<file path="config.mk">
export PLATFORM = sky130hd
export DESIGN_NAME = mem_access_unit_flat
export DESIGN_NICKNAME = d
export VERILOG_FILES = /design/src/rtl/mem_access_unit_pkg.sv /design/src/rtl/mem_access_unit_if.sv /design/src/rtl/mem_access_unit_load_extend.sv /design/src/rtl/mem_access_unit.sv /design/src/flat_wrapper.sv
export SDC_FILE = /design/constraint.sdc
export NUM_CORES = 1
export LEC_CHECK = 0
export BUFFER_PORTS_ARGS = -buffer_cell sky130_fd_sc_hd__buf_2
export CAP_MARGIN = 20
export CORE_MARGIN = 2
export CORE_UTILIZATION = 47
export DETAILED_ROUTE_END_ITERATION = 7
export GPL_TIMING_DRIVEN = 1
export HOLD_SLACK_MARGIN = 0.12
export PLACE_DENSITY = 0.86
export SYNTH_ARGS = -nofsm -noshare
export SYNTH_HDL_FRONTEND = slang
export SYNTH_SLANG_ARGS = --single-unit
</file>
<file path="constraint.sdc">
create_clock -name m_clk -period 3 [get_ports m_clk]
set_clock_uncertainty 0.1 [all_clocks]
set_input_delay 0.15 -clock m_clk [delete_from_list [all_inputs] [get_ports m_clk]]
set_output_delay 0.15 -clock m_clk [all_outputs]
set_load 0.05 [all_outputs]
</file>
<file path="src/rtl/mem_access_unit_pkg.sv">
// mem_access_unit_pkg: shared widths, access-size encodings, FSM states and
// the byte-lane pattern helper used by the MEM-stage load/store unit.
`ifndef DWIDTH
`define DWIDTH 32
`endif
`ifndef AWIDTH_MEM
`define AWIDTH_MEM 8
`endif

package mem_access_unit_pkg;

  localparam logic [1:0] SIZE_BYTE = 2'b00;
  localparam logic [1:0] SIZE_HALF = 2'b01;
  localparam logic [1:0] SIZE_WORD = 2'b10;

  typedef enum logic {
    ST_IDLE  = 1'b0,
    ST_SPLIT = 1'b1
  } state_t;

  // Lane pattern before shifting by the byte offset; 2'b11 is also a word.
  function automatic logic [3:0] size_pattern(input logic [1:0] size);
    case (size)
      SIZE_BYTE: return 4'b0001;
      SIZE_HALF: return 4'b0011;
      default:   return 4'b1111;
    endcase
  endfunction

endpackage

</file>
<file path="src/rtl/mem_access_unit_if.sv">
// mem_access_unit_if: EX/MEM entry, data-memory port, MEM/WB result and trap
// signals of the load/store unit, plus the FSM state for observation.
//
// Handshake: an entry is offered when i_valid is high. While o_stall is high
// the upstream stage must hold every i_* input stable; the entry is consumed
// on the first posedge with o_stall low. There is no other back-pressure.
interface mem_access_unit_if
  import mem_access_unit_pkg::*;
#(
  parameter int DWIDTH = `DWIDTH,
  parameter int AW     = `AWIDTH_MEM
) ();

  logic              i_valid;
  logic              i_flush;
  logic              i_load;
  logic              i_store;
  logic [1:0]        i_size;
  logic              i_unsigned;
  logic [31:0]       i_addr;
  logic [DWIDTH-1:0] i_store_data;
  logic [4:0]        i_rd;
  logic              o_stall;
  logic              o_mem_ce;
  logic              o_mem_wr_en;
  logic [3:0]        o_mem_mask;
  logic [AW-1:0]     o_mem_addr;
  logic [DWIDTH-1:0] o_mem_store_data;
  logic [DWIDTH-1:0] i_mem_load_data;
  logic              o_wb_valid;
  logic              o_wb_load;
  logic [4:0]        o_wb_rd;
  logic [DWIDTH-1:0] o_wb_data;
  logic              o_exc_misalign;
  logic [31:0]       o_exc_addr;
  state_t            o_dbg_state;

  modport slave (
    input  i_valid, i_flush, i_load, i_store, i_size, i_unsigned, i_addr,
           i_store_data, i_rd, i_mem_load_data,
    output o_stall, o_mem_ce, o_mem_wr_en, o_mem_mask, o_mem_addr,
           o_mem_store_data, o_wb_valid, o_wb_load, o_wb_rd, o_wb_data,
           o_exc_misalign, o_exc_addr, o_dbg_state
  );

  modport master (
    output i_valid, i_flush, i_load, i_store, i_size, i_unsigned, i_addr,
           i_store_data, i_rd, i_mem_load_data,
    input  o_stall, o_mem_ce, o_mem_wr_en, o_mem_mask, o_mem_addr,
           o_mem_store_data, o_wb_valid, o_wb_load, o_wb_rd, o_wb_data,
           o_exc_misalign, o_exc_addr, o_dbg_state
  );

endinterface

</file>
<file path="src/rtl/mem_access_unit_load_extend.sv">
// mem_access_unit_load_extend: selects the addressed byte/half/word out of a
// two-word little-endian read window and sign- or zero-extends it.
module mem_access_unit_load_extend
  import mem_access_unit_pkg::*;
#(
  parameter int DWIDTH = `DWIDTH
) (
  input  logic [2*DWIDTH-1:0] win_i,
  input  logic [1:0]          off_i,
  input  logic [1:0]          size_i,
  input  logic                unsigned_i,
  output logic [DWIDTH-1:0]   data_o
);

  logic [DWIDTH-1:0] shifted;

  // Shift the window down by the byte offset, then truncate and extend.
  always_comb begin
    shifted = DWIDTH'(win_i >> {off_i, 3'b000});
    case (size_i)
      SIZE_BYTE: data_o = {{(DWIDTH-8){~unsigned_i & shifted[7]}}, shifted[7:0]};
      SIZE_HALF: data_o = {{(DWIDTH-16){~unsigned_i & shifted[15]}}, shifted[15:0]};
      default:   data_o = shifted;
    endcase
  end

endmodule

</file>
<file path="src/rtl/mem_access_unit.sv">
// mem_access_unit: MEM-stage load/store unit. Turns byte addresses into a word
// index, lane mask and lane-aligned store data, extends load data and
// registers the MEM/WB result.
// Build option MEM_MISALIGN_SPLIT_EN: misaligned half/word accesses complete
// over two memory cycles (IDLE -> SPLIT); when undefined they are dropped and
// reported one cycle later through o_exc_misalign / o_exc_addr.
module mem_access_unit
  import mem_access_unit_pkg::*;
#(
  parameter int DWIDTH = `DWIDTH,
  parameter int AW     = `AWIDTH_MEM
) (
  input logic              m_clk,
  input logic              m_rst,
  mem_access_unit_if.slave bus
);

  logic [1:0]          off;
  logic [AW-1:0]       w;
  logic [7:0]          mask8;
  logic [2*DWIDTH-1:0] data64;
  logic                misalign;
  logic                hi_sel;
  logic                active;
  logic                is_mem;
  logic                ce;
  logic                stall;
  logic [2*DWIDTH-1:0] win;
  logic [DWIDTH-1:0]   ld_data;

  state_t            state_q, state_d;
  logic              wb_valid_q, wb_valid_d;
  logic              wb_load_q, wb_load_d;
  logic [4:0]        wb_rd_q, wb_rd_d;
  logic [DWIDTH-1:0] wb_data_q, wb_data_d;
`ifdef MEM_MISALIGN_SPLIT_EN
  logic [DWIDTH-1:0] lo_q, lo_d;
`else
  logic              exc_q, exc_d;
  logic [31:0]       exc_addr_q, exc_addr_d;
`endif

  // Lane geometry: the access spans up to two words; hi_sel picks the upper one.
  always_comb begin
    off      = bus.i_addr[1:0];
    w        = bus.i_addr[AW+1:2];
    mask8    = {4'b0000, size_pattern(bus.i_size)} << off;
    data64   = {{DWIDTH{1'b0}}, bus.i_store_data} << {off, 3'b000};
    misalign = |mask8[7:4];
    hi_sel   = (state_q == ST_SPLIT);
    active   = bus.i_valid & ~bus.i_flush;
    is_mem   = bus.i_load | bus.i_store;
  end

  // Read window: upper word zero for single-word loads, low half from lo_q in SPLIT.
  always_comb begin
`ifdef MEM_MISALIGN_SPLIT_EN
    win = hi_sel ? {bus.i_mem_load_data, lo_q}
                 : {{DWIDTH{1'b0}}, bus.i_mem_load_data};
`else
    win = {{DWIDTH{1'b0}}, bus.i_mem_load_data};
`endif
  end

  mem_access_unit_load_extend #(.DWIDTH(DWIDTH)) u_load_extend (
    .win_i      (win),
    .off_i      (off),
    .size_i     (bus.i_size),
    .unsigned_i (bus.i_unsigned),
    .data_o     (ld_data)
  );

  // Next-state, memory enable, stall and MEM/WB result selection.
  always_comb begin
    state_d    = ST_IDLE;
    ce         = 1'b0;
    stall      = 1'b0;
    wb_valid_d = 1'b0;
    wb_load_d  = 1'b0;
    wb_rd_d    = bus.i_rd;
    wb_data_d  = bus.i_addr;
`ifdef MEM_MISALIGN_SPLIT_EN
    lo_d       = lo_q;
`else
    exc_d      = 1'b0;
    exc_addr_d = '0;
`endif
    case (state_q)
      ST_IDLE: begin
        if (active) begin
          if (!is_mem) begin
            wb_valid_d = 1'b1;
          end else if (!misalign) begin
            ce         = 1'b1;
            wb_valid_d = 1'b1;
            wb_load_d  = ~bus.i_store;
            if (!bus.i_store) wb_data_d = ld_data;
          end else begin
`ifdef MEM_MISALIGN_SPLIT_EN
            ce      = 1'b1;
            stall   = 1'b1;
            lo_d    = bus.i_mem_load_data;
            state_d = ST_SPLIT;
`else
            exc_d      = 1'b1;
            exc_addr_d = bus.i_addr;
`endif
          end
        end
      end
      ST_SPLIT: begin
        // A flush or dropped valid here abandons only the second half.
        if (active) begin
          ce         = 1'b1;
          wb_valid_d = 1'b1;
          wb_load_d  = ~bus.i_store;
          if (!bus.i_store) wb_data_d = ld_data;
        end
      end
      default: state_d = ST_IDLE;
    endcase
  end

  // Memory port is quiet (all zero) whenever no access is issued.
  always_comb begin
    bus.o_stall          = stall;
    bus.o_mem_ce         = ce;
    bus.o_mem_wr_en      = ce & bus.i_store;
    bus.o_mem_addr       = ce ? (w + AW'(hi_sel)) : '0;
    bus.o_mem_mask       = ce ? (hi_sel ? mask8[7:4] : mask8[3:0]) : 4'b0000;
    bus.o_mem_store_data = ce ? (hi_sel ? data64[2*DWIDTH-1:DWIDTH]
                                        : data64[DWIDTH-1:0]) : '0;
    bus.o_wb_valid       = wb_valid_q;
    bus.o_wb_load        = wb_load_q;
    bus.o_wb_rd          = wb_rd_q;
    bus.o_wb_data        = wb_data_q;
    bus.o_dbg_state      = state_q;
`ifdef MEM_MISALIGN_SPLIT_EN
    bus.o_exc_misalign   = 1'b0;
    bus.o_exc_addr       = '0;
`else
    bus.o_exc_misalign   = exc_q;
    bus.o_exc_addr       = exc_addr_q;
`endif
  end

  // FSM state and MEM/WB pipeline register.
  always_ff @(posedge m_clk or negedge m_rst) begin
    if (!m_rst) begin
      state_q    <= ST_IDLE;
      wb_valid_q <= 1'b0;
      wb_load_q  <= 1'b0;
      wb_rd_q    <= '0;
      wb_data_q  <= '0;
    end else begin
      state_q    <= state_d;
      wb_valid_q <= wb_valid_d;
      wb_load_q  <= wb_load_d;
      wb_rd_q    <= wb_rd_d;
      wb_data_q  <= wb_data_d;
    end
  end

`ifdef MEM_MISALIGN_SPLIT_EN
  // Low read word of a split access, kept for the SPLIT cycle.
  always_ff @(posedge m_clk or negedge m_rst) begin
    if (!m_rst) lo_q <= '0;
    else        lo_q <= lo_d;
  end
`else
  // One-cycle misalignment trap pulse with the faulting address.
  always_ff @(posedge m_clk or negedge m_rst) begin
    if (!m_rst) begin
      exc_q      <= 1'b0;
      exc_addr_q <= '0;
    end else begin
      exc_q      <= exc_d;
      exc_addr_q <= exc_addr_d;
    end
  end
`endif

endmodule

</file>
<file path="src/flat_wrapper.sv">
// flat-port wrapper written by rule: the top's interface ports become plain ports
module mem_access_unit_flat import mem_access_unit_pkg::*;
#(
  parameter int DWIDTH = `DWIDTH,
  parameter int AW     = `AWIDTH_MEM
)
  (m_clk, m_rst, bus_i_valid, bus_i_flush, bus_i_load, bus_i_store, bus_i_size, bus_i_unsigned, bus_i_addr, bus_i_store_data, bus_i_rd, bus_i_mem_load_data, bus_o_stall, bus_o_mem_ce, bus_o_mem_wr_en, bus_o_mem_mask, bus_o_mem_addr, bus_o_mem_store_data, bus_o_wb_valid, bus_o_wb_load, bus_o_wb_rd, bus_o_wb_data, bus_o_exc_misalign, bus_o_exc_addr, bus_o_dbg_state);
  mem_access_unit_if #(.DWIDTH(DWIDTH), .AW(AW)) bus_i ();
  input logic m_clk;
  input logic m_rst;
  input wire logic [$bits(bus_i.i_valid)-1:0] bus_i_valid;
  input wire logic [$bits(bus_i.i_flush)-1:0] bus_i_flush;
  input wire logic [$bits(bus_i.i_load)-1:0] bus_i_load;
  input wire logic [$bits(bus_i.i_store)-1:0] bus_i_store;
  input wire logic [$bits(bus_i.i_size)-1:0] bus_i_size;
  input wire logic [$bits(bus_i.i_unsigned)-1:0] bus_i_unsigned;
  input wire logic [$bits(bus_i.i_addr)-1:0] bus_i_addr;
  input wire logic [$bits(bus_i.i_store_data)-1:0] bus_i_store_data;
  input wire logic [$bits(bus_i.i_rd)-1:0] bus_i_rd;
  input wire logic [$bits(bus_i.i_mem_load_data)-1:0] bus_i_mem_load_data;
  output wire logic [$bits(bus_i.o_stall)-1:0] bus_o_stall;
  output wire logic [$bits(bus_i.o_mem_ce)-1:0] bus_o_mem_ce;
  output wire logic [$bits(bus_i.o_mem_wr_en)-1:0] bus_o_mem_wr_en;
  output wire logic [$bits(bus_i.o_mem_mask)-1:0] bus_o_mem_mask;
  output wire logic [$bits(bus_i.o_mem_addr)-1:0] bus_o_mem_addr;
  output wire logic [$bits(bus_i.o_mem_store_data)-1:0] bus_o_mem_store_data;
  output wire logic [$bits(bus_i.o_wb_valid)-1:0] bus_o_wb_valid;
  output wire logic [$bits(bus_i.o_wb_load)-1:0] bus_o_wb_load;
  output wire logic [$bits(bus_i.o_wb_rd)-1:0] bus_o_wb_rd;
  output wire logic [$bits(bus_i.o_wb_data)-1:0] bus_o_wb_data;
  output wire logic [$bits(bus_i.o_exc_misalign)-1:0] bus_o_exc_misalign;
  output wire logic [$bits(bus_i.o_exc_addr)-1:0] bus_o_exc_addr;
  output wire logic [$bits(bus_i.o_dbg_state)-1:0] bus_o_dbg_state;
  assign bus_i.i_valid = bus_i_valid;
  assign bus_i.i_flush = bus_i_flush;
  assign bus_i.i_load = bus_i_load;
  assign bus_i.i_store = bus_i_store;
  assign bus_i.i_size = bus_i_size;
  assign bus_i.i_unsigned = bus_i_unsigned;
  assign bus_i.i_addr = bus_i_addr;
  assign bus_i.i_store_data = bus_i_store_data;
  assign bus_i.i_rd = bus_i_rd;
  assign bus_i.i_mem_load_data = bus_i_mem_load_data;
  assign bus_o_stall = bus_i.o_stall;
  assign bus_o_mem_ce = bus_i.o_mem_ce;
  assign bus_o_mem_wr_en = bus_i.o_mem_wr_en;
  assign bus_o_mem_mask = bus_i.o_mem_mask;
  assign bus_o_mem_addr = bus_i.o_mem_addr;
  assign bus_o_mem_store_data = bus_i.o_mem_store_data;
  assign bus_o_wb_valid = bus_i.o_wb_valid;
  assign bus_o_wb_load = bus_i.o_wb_load;
  assign bus_o_wb_rd = bus_i.o_wb_rd;
  assign bus_o_wb_data = bus_i.o_wb_data;
  assign bus_o_exc_misalign = bus_i.o_exc_misalign;
  assign bus_o_exc_addr = bus_i.o_exc_addr;
  assign bus_o_dbg_state = bus_i.o_dbg_state;
  mem_access_unit #(.DWIDTH(DWIDTH), .AW(AW)) u_core (.m_clk(m_clk), .m_rst(m_rst), .bus(bus_i));
endmodule
</file>
**Yosys cells after proc, flatten, opt, wreduce, memory -nomap -nowiden**

Cells that the tools add are included.

- Register bits: 72
- Output and inout port bits: 120

- Equal/unequal tests: 1
- Shift operators: 3
- Muxes and demuxes: 23
- Bitwise operators: 8
- Reduce and logical (&&, ||, !) cells: 2

Operators by type and width:

| cell | number |
|---|---|
| 2-to-1 mux 32 bit | 8 |
| one-hot mux 32 bit (2 select lines) | 1 |
| left shift 32 x 5 -> 32 bit | 1 |
| >> shifter 32 x 5 -> 32 bit | 1 |
| 2-to-1 mux 1 bit | 11 |
| 2-to-1 mux 8 bit | 1 |
| one-hot mux 4 bit (2 select lines) | 1 |
| left shift 4 x 2 -> 8 bit | 1 |
| bitwise AND 1 bit | 4 |
| 2-to-1 mux 4 bit | 1 |
| OR reduction 4 bit | 1 |
| inverter 1 bit | 3 |
| == test 2 x 1 -> 1 bit (second input constant) | 1 |
| zero test 2 bit | 1 |
| OR 1 bit | 1 |

**Logic depth before layout (Yosys ltp)**

Gate-level depths: netlist of the first run.

- Word-level depth: 8
- Mapped depth: 7
- Gate-level depth less buffers: 6

**Modules after synthesis**

From an unflattened synthesis of the first run, not the netlist that was laid out.

- Cells, all modules: 408
- Area, all modules: 4563.1 um^2

Modules (own cells, without submodules):

| module | instances | cells each | area each (um^2) |
|---|---|---|---|
| mem_access_unit | 1 | 307 | 3453.3 |
| mem_access_unit_load_extend | 1 | 101 | 1109.8 |

**Worst setup path after synthesis of the first run**

Ideal clock, no wire load.

- Path type: input to output
- From: in bus_i_flush
- To: out bus_o_mem_store_data[29]
- Arrival: 2.120 ns
- Setup slack: 0.630 ns
- Stages on the path: 5
- Path through: nand2b_1 > or2_4 > nand3b_4 > clkbuf_1 > a211oi_1

- Cells in the longest elaborated chain, start to end: 4

Ends and longest elaborated chain:

| what | line | source |
|---|---|---|
| start, declared | flat_wrapper.sv:12 | `input wire logic [$bits(bus_i.i_flush)-1:0] bus_i_flush;` |
| inverter 1 bit | mem_access_unit.sv:51 | `active = bus.i_valid & ~bus.i_flush;` |
| bitwise AND 1 bit | mem_access_unit.sv:51 |  |
| 2-to-1 mux 1 bit | mem_access_unit.sv:90 | `if (active) begin` |
| 2-to-1 mux 32 bit | mem_access_unit.sv:131 | `bus.o_mem_store_data = ce ? (hi_sel ? data64[2*DWIDTH-1:DWIDTH]` |
| end, declared | flat_wrapper.sv:26 | `output wire logic [$bits(bus_i.o_mem_store_data)-1:0] bus_o_mem_store_data;` |

No other way between the ends.

**Final worst setup path of the first run**

- From: in bus_i_addr[1]
- To: out bus_o_mem_mask[1]

- Cells in the longest elaborated chain, start to end: 6

Ends and longest elaborated chain:

| what | line | source |
|---|---|---|
| start, declared | flat_wrapper.sv:17 | `input wire logic [$bits(bus_i.i_addr)-1:0] bus_i_addr;` |
| left shift 4 x 2 -> 8 bit (*) | mem_access_unit.sv:47 | `mask8 = {4'b0000, size_pattern(bus.i_size)} << off;` |
| OR reduction 4 bit | mem_access_unit.sv:49 | `misalign = \|mask8[7:4];` |
| 2-to-1 mux 1 bit | mem_access_unit.sv:93 | `end else if (!misalign) begin` |
| 2-to-1 mux 1 bit | mem_access_unit.sv:91 | `if (!is_mem) begin` |
| 2-to-1 mux 1 bit | mem_access_unit.sv:90 |  |
| 2-to-1 mux 4 bit (*) | mem_access_unit.sv:130 | `bus.o_mem_mask = ce ? (hi_sel ? mask8[7:4] : mask8[3:0]) : 4'b0000;` |
| end, declared | flat_wrapper.sv:24 | `output wire logic [$bits(bus_i.o_mem_mask)-1:0] bus_o_mem_mask;` |

Every way passes the cells marked *; elsewhere a longest branch is shown, timed or not.

==> out/qor.txt, run 1 <==
post-place setup slack - 0.6706 ns
Root Buffer - clkbuf_8
PnR worst setup slack - 0.1966 ns
Seq/Total Area, Yosys - 0.4635
CP Capture Type - output port
outcome - completed
Final Hold Slack - 0.1428 ns
Hold Crit Depth - 4
CTS H-tree depth - 3
Worst Path Max Fanout - 17
clk slew on worst S/H paths - 0.08 ns
worst slew pin tran - 0.8542 ns
maximum VDD drop - 0.0001842 V
final setup vio count - 0
global-route wire length before repair - 18700 um
max-slew violation count - 0
Synth Warn # - 0
# DRC - 0
Die Wd - 94.95 um
total wire length - 12630 um
final hold viol count - 0
critical path arrival - 2.55 ns
Final HPWL DP - 8921 um
DIE HEIGHT - 94.95 um
hold_buf cts - 52
Crit path required time - 2.75 ns
Sink Count - 72
syn avg cell area - 10.18 um2
largest net degree at the start of global routing - 73
area of the multi-input gates - 0.001884 mm2
core area - 0.008134 mm2
row count - 33
max cap viols - 0
Die Area - 0.009015 mm2
Resized cells post-CTS - 0
ys async rst share - 1.000
PwrDens - 418.6 mW/mm2
1st-pass router iterations - 4
Vias/cell - 5.188
Netlist cell types - 45
Rel. slew slack - 0.4306
Starting Density - 0.4779
Total GRT Usage - 0.2746
hold_sp - bus_i_mem_load_data[1]
Setup crit start - bus_i_addr[1]
startpoint types - input port
Ports - 230
port bufs - 227
crit path time final - 2.803 ns
Post-synth EDFFs - 0
RSZ-0062 raised after global routing - no
Final GP Congestion - 0.8232
# fillers - 611
vias in the first global route - 3889
post-route ant nets - 0
GR Overflow Total - 0
Post-synth top cells - 72 x dfrtp_1, 49 x and2_1, 48 x nor2_1
post-synth top area cell - dfrtp_1
most frequent cell after synthesis - dfrtp_1
DR WL/cell - 16.69 um
setup TNS - 0 ns
Mapped Cells - 382
mapped cell area - 0.003887 mm2
top_reg_cell synth - dfrtp_1
via count - 3927
critical path class - input port to output port
total power - 2.388 mW
Hold Crit Class - input port to register
post-synth top area share - 0.4635
Net count, final - 756
antenna violations before repair - 1
Area Overhead vs Synth - 46.73%
final worst-path cycle share - 0.9345
Leak - 3.031 nW
synth top area cells - dfrtp_1 46%, mux2i_1 8.0%, and2_1 7.9%, nor2_1 4.6%, a21oi_1 4.1%
postcts setup bufs - 0
TritonCTS Buffers - 9
layout cell share with drive strength beyond 1 - 0.4301
CTS tree - done
maximum clock path buffer count - 2
DRT iter0 DRCs - 132
Reg area - 0.001802 mm2
FMAX - 0.3567 GHz
#FFs+latches synth - 72
-- through the flow --
step | util | instances | area [um2]
final | 0.7013 | 757 | 5704
after global routing | 0.7010 | 756 | 5702
after CTS | 0.7010 | 756 | 5702
after detailed placement | 0.6150 | 688 | 5002
after global placement | 0.6150 | 688 | 5002
after floorplan | - | 383 | 3891
-- cell families (layout without fill, tap and decap cells) --
logic type / count (synthesis) / after routing / share of synthesized area
xor gates and xnor gates: 1 / 1 / 0.002253
and+or+nand+nor: 149 / 149 / 0.2063
AOI/OAI and AO/OA: 85 / 85 / 0.1664
other: 1 / 3 / 0.0009646
DFF: 72 / 72 / 0.4635
muxes: 40 / 40 / 0.1078
buffers and inverters: 34 / 302 / 0.05278
-- report_power, final --
group,switching (mW),total (mW),leakage [nW],internal (mW)
clock network,0.383,0.690,0.0862,0.306
registers,0.0113,1.02,0.913,1.01
logic,0.448,0.675,2.03,0.226
-- sequential cells by signal, indices dropped and copies added (netlist names) --
name / cells
u_core.bus.o_exc_addr: 32
u_core.bus.o_wb_data: 32
u_core.bus.o_wb_rd: 5
u_core.bus.o_exc_misalign: 1
u_core.bus.o_wb_load: 1
u_core.bus.o_wb_valid: 1
-- per-layer routing --
metal | routed length, um | track usage | up-vias
met3 | 981 | 0.06704 | 36
met1 | 4618 | 0.2985 | 1835
li1 | - | - | 1842
met5 | 0 | 0 | -
met4 | 420 | 0.1389 | 0
met2 | 6611 | 0.4941 | 214
-- cell type report --
class / instances / share of cell area
sequential: 72 / 0.3159
clock buffer: 9 / 0.02172
timing repair buffer: 283 / 0.2966
inverter: 3 / 0.002413
antenna: 1 / 0.0004387
multi-input combinational: 277 / 0.3303
tap: 105 / 0.02303
clock inverter: 7 / 0.009651
-- worst paths after layout --
path	to	slack [ns]
min in group asynchronous	u_core.bus.o_exc_addr[21]	0.36
max in group asynchronous	u_core.bus.o_wb_data[28]	1.88
max	bus_o_mem_mask[1]	0.20
min	u_core.bus.o_wb_data[1]	0.14
-- layout by cell type, fill, tap and decap left out, drive strengths merged --
cell,netlist,routed
buf,25,231
dfrtp,72,72
dlygate4sd3,0,52
and2,49,49
nor2,49,49
a21oi,34,34
mux2i,34,34
nand2,21,21
a211oi,21,21
nor2b,14,14
o21ai,10,10
clkbuf,6,9
o311ai,8,8
o2bb2ai,7,7
mux2,6,6
inv,3,5
nand3b,4,4
nand2b,3,3
clkinv,0,3
nand3,3,3
a31oi,2,2
conb,1,2
clkinvlp,0,2
or2,2,2
nor3,2,2
diode,0,1
o21bai,1,1
and4bb,1,1
o211ai,1,1
o2111ai,1,1
nand4,1,1
xor2,1,1
-- critical path, cell delays in order --
cell and delay [ns]:
dlygate4sd3_1 0.53, buf_2 0.23, o21ai_4 0.28, nand3b_4 0.24
inv_2 0.28, nand2b_1 0.32, nor2_1 0.22, buf_2 0.28
(Power assumes the default switching activity.)
==> run 2: changes to the inputs <==
--- a/config.mk
+++ b/config.mk
@@ -5,14 +5,14 @@
 export SDC_FILE = /design/constraint.sdc
 export NUM_CORES = 1
 export LEC_CHECK = 0
-export BUFFER_PORTS_ARGS = -buffer_cell sky130_fd_sc_hd__buf_2
 export CAP_MARGIN = 20
-export CORE_MARGIN = 2
-export CORE_UTILIZATION = 47
+export CORE_AREA = 2 2 90 92
 export DETAILED_ROUTE_END_ITERATION = 7
+export DIE_AREA = 0 0 92 94
+export DONT_BUFFER_PORTS = 1
 export GPL_TIMING_DRIVEN = 1
 export HOLD_SLACK_MARGIN = 0.12
-export PLACE_DENSITY = 0.86
+export PLACE_DENSITY = 0.66
 export SYNTH_ARGS = -nofsm -noshare
 export SYNTH_HDL_FRONTEND = slang
 export SYNTH_SLANG_ARGS = --single-unit
==> run 2 against run 1 <==
- first-iteration DRC count increased by 9.1%
- critical path depth did not move
- final cell count fell by 24%
- hold slack worse by 0.012 ns
- clock power rose by 3%
- routed wire length is 3.0% lower
- global-route usage increased by 0.86 points
- final area decreased by 12%
- combinational power shrank 40%
- count of clock-buffer cells in the layout unchanged
- sequential share of layout area rose by 4.3 points
- critical endpoint is now u_core.bus.o_wb_data[23]
- highest routed layer unchanged
==> out/qor.txt, run 2 (synthesized netlist as in run 1, its figures left out) <==
outcome - completed (unchanged)
Inst Count DP - 477 (was 688)
crit-path most repeated cell - dlygate4sd3_1 (was buf_2)
GR Overflow Total - 0 (unchanged)
crit path time final - 2.886 ns (was 2.803 ns)
row count - 32 (was 33)
CP Depth - 8 (unchanged)
most frequent cells in the layout - 77 x dlygate4sd3_1, 72 x dfrtp_1, 49 x and2_1 (was 225 x buf_2, 72 x dfrtp_1, 52 x dlygate4sd3_1)
Worst Path Buf+Inv - 3 (was 4)
Final Hold Slack - 0.1310 ns (was 0.1428 ns)
post-route ant nets - 0 (unchanged)
fin cells - 573 (was 757)
antenna violations before repair - 2 (was 1)
largest net degree at the start of global routing - 73 (unchanged)
1st-pass router iterations - 4 (unchanged)
critical path class - input port to register (was input port to output port)
total power - 2.298 mW (was 2.388 mW)
FMAX - 0.3465 GHz (was 0.3567 GHz)
Total GRT Usage - 0.2831 (was 0.2746)
PwrDens - 457.6 mW/mm2 (was 418.6 mW/mm2)
# fillers - 573 (was 611)
Worst Path Max Fanout - 17 (unchanged)
DIE HEIGHT - 94 um (was 94.95 um)
crit-path cells - dlygate4sd3_1, nand2b_1, or2_4, nand3b_4, inv_2, o2111ai_4, o311ai_1, dlygate4sd3_1 (was dlygate4sd3_1, buf_2, o21ai_4, nand3b_4, inv_2, nand2b_1, nor2_1, buf_2)
setup TNS - 0 ns (unchanged)
Starting Density - 0.5110 (was 0.4779)
final setup vio count - 0 (unchanged)
port bufs - 0 (was 227)
final worst-path cycle share - 0.9620 (was 0.9345)
Resized cells post-CTS - 0 (unchanged)
PnR worst setup slack - 0.1139 ns (was 0.1966 ns)
post-place setup slack - 0.7333 ns (was 0.6706 ns)
startpoint types - input port (unchanged)
layout cell share with drive strength beyond 1 - 0.1727 (was 0.4301)
CTS tree - done (unchanged)
DR WL/cell - 21.39 um (was 16.69 um)
slowest stage delay, CP - 0.60 ns (was 0.53 ns)
maximum VDD drop - 0.0002739 V (was 0.0001842 V)
Crit path required time - 3.18 ns (was 2.75 ns)
total wire length - 12260 um (was 12630 um)
Die Area - 0.008648 mm2 (was 0.009015 mm2)
most common cell after layout, fill and taps aside - dlygate4sd3_1 (was buf_2)
final hold viol count - 0 (unchanged)
max-slew violation count - 0 (unchanged)
via count - 3284 (was 3927)
Hold Crit Depth - 3 (was 4)
TritonCTS Buffers - 9 (unchanged)
vias in the first global route - 3451 (was 3889)
Vias/cell - 5.731 (was 5.188)
Sink Count - 72 (unchanged)
Ports - 230 (unchanged)
DRT iter0 DRCs - 144 (was 132)
max cap viols - 0 (unchanged)
RSZ-0062 raised after global routing - no (unchanged)
maximum clock path buffer count - 2 (unchanged)
core area - 0.007607 mm2 (was 0.008134 mm2)
critical path arrival - 3.07 ns (was 2.55 ns)
Worst path top cell family by delay - buffers and inverters (unchanged)
Reg area - 0.001802 mm2 (unchanged)
area of the multi-input gates - 0.001924 mm2 (was 0.001884 mm2)
# DRC - 0 (unchanged)
Hold Crit Class - input port to register (unchanged)
Root Buffer - clkbuf_8 (unchanged)
Rel. slew slack - 0.2961 (was 0.4306)
Slowest-stage cell, CP - dlygate4sd3_1 (unchanged)
Net count, final - 574 (was 756)
clk slew on worst S/H paths - 0.09 ns (was 0.08 ns)
Die Wd - 92 um (was 94.95 um)
CP Capture Type - register (was output port)
worst slew pin tran - 1.052 ns (was 0.8542 ns)
Area Overhead vs Synth - 29.19% (was 46.73%)
global-route wire length before repair - 18550 um (was 18700 um)
CTS H-tree depth - 3 (unchanged)
Leak - 2.239 nW (was 3.031 nW)
Final HPWL DP - 7971 um (was 8921 um)
Final GP Congestion - 0.8100 (was 0.8232)
[run 2: cell count changes in the layout (fill, tap and decap cells not counted)]
cell | previous run | this run
buf_4 | 6 | 23
buf_16 | 0 | 1
a211oi_1 | 21 | 13
buf_2 | 225 | 0
a211oi_2 | 0 | 8
diode_2 | 1 | 2
dlygate4sd3_1 | 52 | 77
[run 2: tightest hold or removal path, cell delays in order]
cell	delay [ns]
mux2i_2	0.06
a21oi_1	0.16
mux2_2	0.18
[run 2: power breakdown]
part	switching, mW	internal, mW
logic	0.227	0.175
registers	0.178	1.01
clock network	0.401	0.307
[run 2: metal layers]
layer,vias to the layer above,wire length (um),GRT usage
met4,0,353,0.1144
met3,23,885,0.08587
met1,1594,4685,0.3238
li1,1476,-,-
met5,-,0,0
met2,191,6334,0.4957
[run 2: repair_timing]
action | 4_1_cts | 5_1_grt
setup buffers | 0 | 0
hold endpoints to repair | 142 | 2
hold buffers | 76 | 2
[run 2: area by class of cell]
type,count,share of cell area
Multi-Input combinational cell,277,0.3832
Sequential cell,72,0.3587
Timing Repair Buffer,101,0.1933
Tap cell,102,0.02541
Clock buffer,9,0.02466
Clock inverter,7,0.01096
Inverter,3,0.002740
Antenna cell,2,0.0009965
[run 2: path summary, 6_finish.rpt]
| path | to | slack, ns | start |
|---|---|---|---|
| worst min-delay path | u_core.bus.o_wb_data[5] | 0.13 | bus_i_mem_load_data[21] |
| min in group asynchronous | u_core.bus.o_exc_addr[11] | 0.25 | m_rst |
| worst max-delay path | u_core.bus.o_wb_data[23] | 0.11 | bus_i_valid |
| max in group asynchronous | u_core.bus.o_wb_data[7] | 2.25 | m_rst |
[run 2: stage by stage]
step	area [um2]	utilization
2_1_floorplan	3891	-
3_3_place_gp	4040	0.5311
3_5_place_dp	4040	0.5311
4_1_cts	4997	0.6569
5_1_grt	5017	0.6595
6_report	5022	0.6602
==> run 3: changes to the inputs <==
--- a/config.mk
+++ b/config.mk
@@ -6,13 +6,12 @@
 export NUM_CORES = 1
 export LEC_CHECK = 0
 export CAP_MARGIN = 20
-export CORE_AREA = 2 2 90 92
+export CORE_MARGIN = 2
+export CORE_UTILIZATION = 41
 export DETAILED_ROUTE_END_ITERATION = 7
-export DIE_AREA = 0 0 92 94
 export DONT_BUFFER_PORTS = 1
 export GPL_TIMING_DRIVEN = 1
 export HOLD_SLACK_MARGIN = 0.12
-export PLACE_DENSITY = 0.66
 export SYNTH_ARGS = -nofsm -noshare
 export SYNTH_HDL_FRONTEND = slang
 export SYNTH_SLANG_ARGS = --single-unit
==> run 3 against run 2 <==
- final cell count up 5.4%
- sequential share of layout area is 0.94 points lower
- routed wire length grew 3.6%
- first-iteration DRC count is 15% higher
- total power grew 6.8%
- largest power group unchanged
- highest routed layer unchanged
==> out/qor.txt, run 3 (synthesized netlist as in run 1, its figures left out) <==
antenna violations before repair - 1 (was 2)
post-place setup slack - 0.9199 ns (was 0.7333 ns)
# fillers - 794 (was 573)
maximum VDD drop - 0.0002394 V (was 0.0002739 V)
RSZ-0062 raised after global routing - no (unchanged)
DIE HEIGHT - 101.4 um (was 94 um)
most common cell after layout, fill and taps aside - dlygate4sd3_1 (unchanged)
Vias/cell - 5.396 (was 5.731)
vias in the first global route - 3398 (was 3451)
core area - 0.009240 mm2 (was 0.007607 mm2)
Final GP Congestion - 0.8198 (was 0.8100)
# DRC - 0 (unchanged)
via count - 3259 (was 3284)
postcts setup bufs - 0 (unchanged)
critical path class - input port to register (unchanged)
port bufs - 0 (unchanged)
layout cell share with drive strength beyond 1 - 0.1709 (was 0.1727)
Die Area - 0.01028 mm2 (was 0.008648 mm2)
CP Capture Type - register (unchanged)
Final Util - 0.5582 (was 0.6602)
PnR worst setup slack - 0.4215 ns (was 0.1139 ns)
Worst Path Max Fanout - 45 (was 17)
clk slew on worst S/H paths - 0.08 ns (was 0.09 ns)
startpoint types - input port (unchanged)
total wire length - 12700 um (was 12260 um)
TritonCTS Buffers - 9 (unchanged)
DR WL/cell - 21.02 um (was 21.39 um)
final setup vio count - 0 (unchanged)
maximum clock path buffer count - 2 (unchanged)
Final Hold Slack - 0.1420 ns (was 0.1310 ns)
Ports - 230 (unchanged)
worst slew pin tran - 0.8992 ns (was 1.052 ns)
most frequent cells in the layout - 80 x dlygate4sd3_1, 72 x dfrtp_1, 49 x and2_1 (was 77 x dlygate4sd3_1, 72 x dfrtp_1, 49 x and2_1)
row count - 35 (was 32)
Rel. slew slack - 0.3994 (was 0.2961)
Die Wd - 101.4 um (was 92 um)
Total GRT Usage - 0.2434 (was 0.2831)
crit path time final - 2.578 ns (was 2.886 ns)
critical path arrival - 2.76 ns (was 3.07 ns)
1st-pass router iterations - 4 (unchanged)
CTS H-tree depth - 3 (unchanged)
Reg area - 0.001802 mm2 (unchanged)
final worst-path cycle share - 0.8595 (was 0.9620)
FMAX - 0.3878 GHz (was 0.3465 GHz)
GR Overflow Total - 0 (unchanged)
outcome - completed (unchanged)
Area Overhead vs Synth - 32.67% (was 29.19%)
CTS tree - done (unchanged)
Sink Count - 72 (unchanged)
PwrDens - 476.1 mW/mm2 (was 457.6 mW/mm2)
Hold Crit Class - input port to register (unchanged)
global-route wire length before repair - 18860 um (was 18550 um)
Net count, final - 579 (was 574)
Inst Count DP - 505 (was 477)
setup TNS - 0 ns (unchanged)
Leak - 2.300 nW (was 2.239 nW)
Final HPWL DP - 8403 um (was 7971 um)
fin cells - 604 (was 573)
Root Buffer - clkbuf_8 (unchanged)
Crit path required time - 3.18 ns (about the same)
DRT iter0 DRCs - 166 (was 144)
area of the multi-input gates - 0.001924 mm2 (unchanged)
max cap viols - 0 (unchanged)
Starting Density - 0.4207 (was 0.5110)
max-slew violation count - 0 (unchanged)
post-route ant nets - 0 (unchanged)
final hold viol count - 0 (unchanged)
largest net degree at the start of global routing - 73 (unchanged)
[run 3: layer usage]
layer / wire [um] / part of all wire / global-route usage
met5: 0 / 0 / 0
met4: 244 / 0.019 / 0.06653
met3: 955 / 0.075 / 0.05935
met2: 6798 / 0.54 / 0.4513
met1: 4698 / 0.37 / 0.2776
[run 3: path summary, 6_finish.rpt]
kind / start / endpoint / slack (ns) / cells after the start
max in group asynchronous: m_rst / u_core.bus.o_wb_data[8] / 2.26 / 2
min in group asynchronous: m_rst / u_core.bus.o_exc_addr[27] / 0.23 / 2
hold / removal: bus_i_addr[1] / u_core.bus.o_wb_data[22] / 0.14 / 3
setup / recovery: bus_i_addr[1] / u_core.bus.o_wb_data[0] / 0.42 / 7
[run 3: critical path: stages]
cell	delay, ns
dlymetal6s4s_1	0.64
nand3_2	0.31
nand3_4	0.38
nand2_1	0.09
dlygate4sd3_1	0.56
nand4_1	0.06
dlygate4sd3_1	0.55
[run 3: power by group]
group | leakage, nW | total [mW] | internal, mW | switching (mW)
combinational | 1.28 | 0.404 | 0.181 | 0.223
clock | 0.103 | 0.863 | 0.473 | 0.390
sequential | 0.913 | 1.19 | 1.01 | 0.178
total | 2.30 | 2.46 | 1.66 | 0.791
[run 3: through the flow]
stage | cell area (um2) | power, mW
floorplan | 3891 | 1.455
global placement | 4094 | 1.479
detailed placement | 4094 | 1.483
CTS | 5152 | 2.463
global route | 5155 | 2.556
finish | 5157 | 2.455
[run 3: area by class of cell]
cell class | instances | area share
Antenna cell | 1 | 0.0004852
Clock buffer | 10 | 0.02475
Clock inverter | 6 | 0.01795
Inverter | 3 | 0.002669
Multi-Input combinational cell | 277 | 0.3731
Sequential cell | 72 | 0.3493
Tap cell | 129 | 0.03130
Timing Repair Buffer | 106 | 0.2004
[run 3: repair_timing]
action | in CTS | in global routing
hold endpoints to repair | 142 | 0
hold buffers | 82 | 0
gates resized for setup | 0 | 1
setup endpoints to repair | 0 | 1
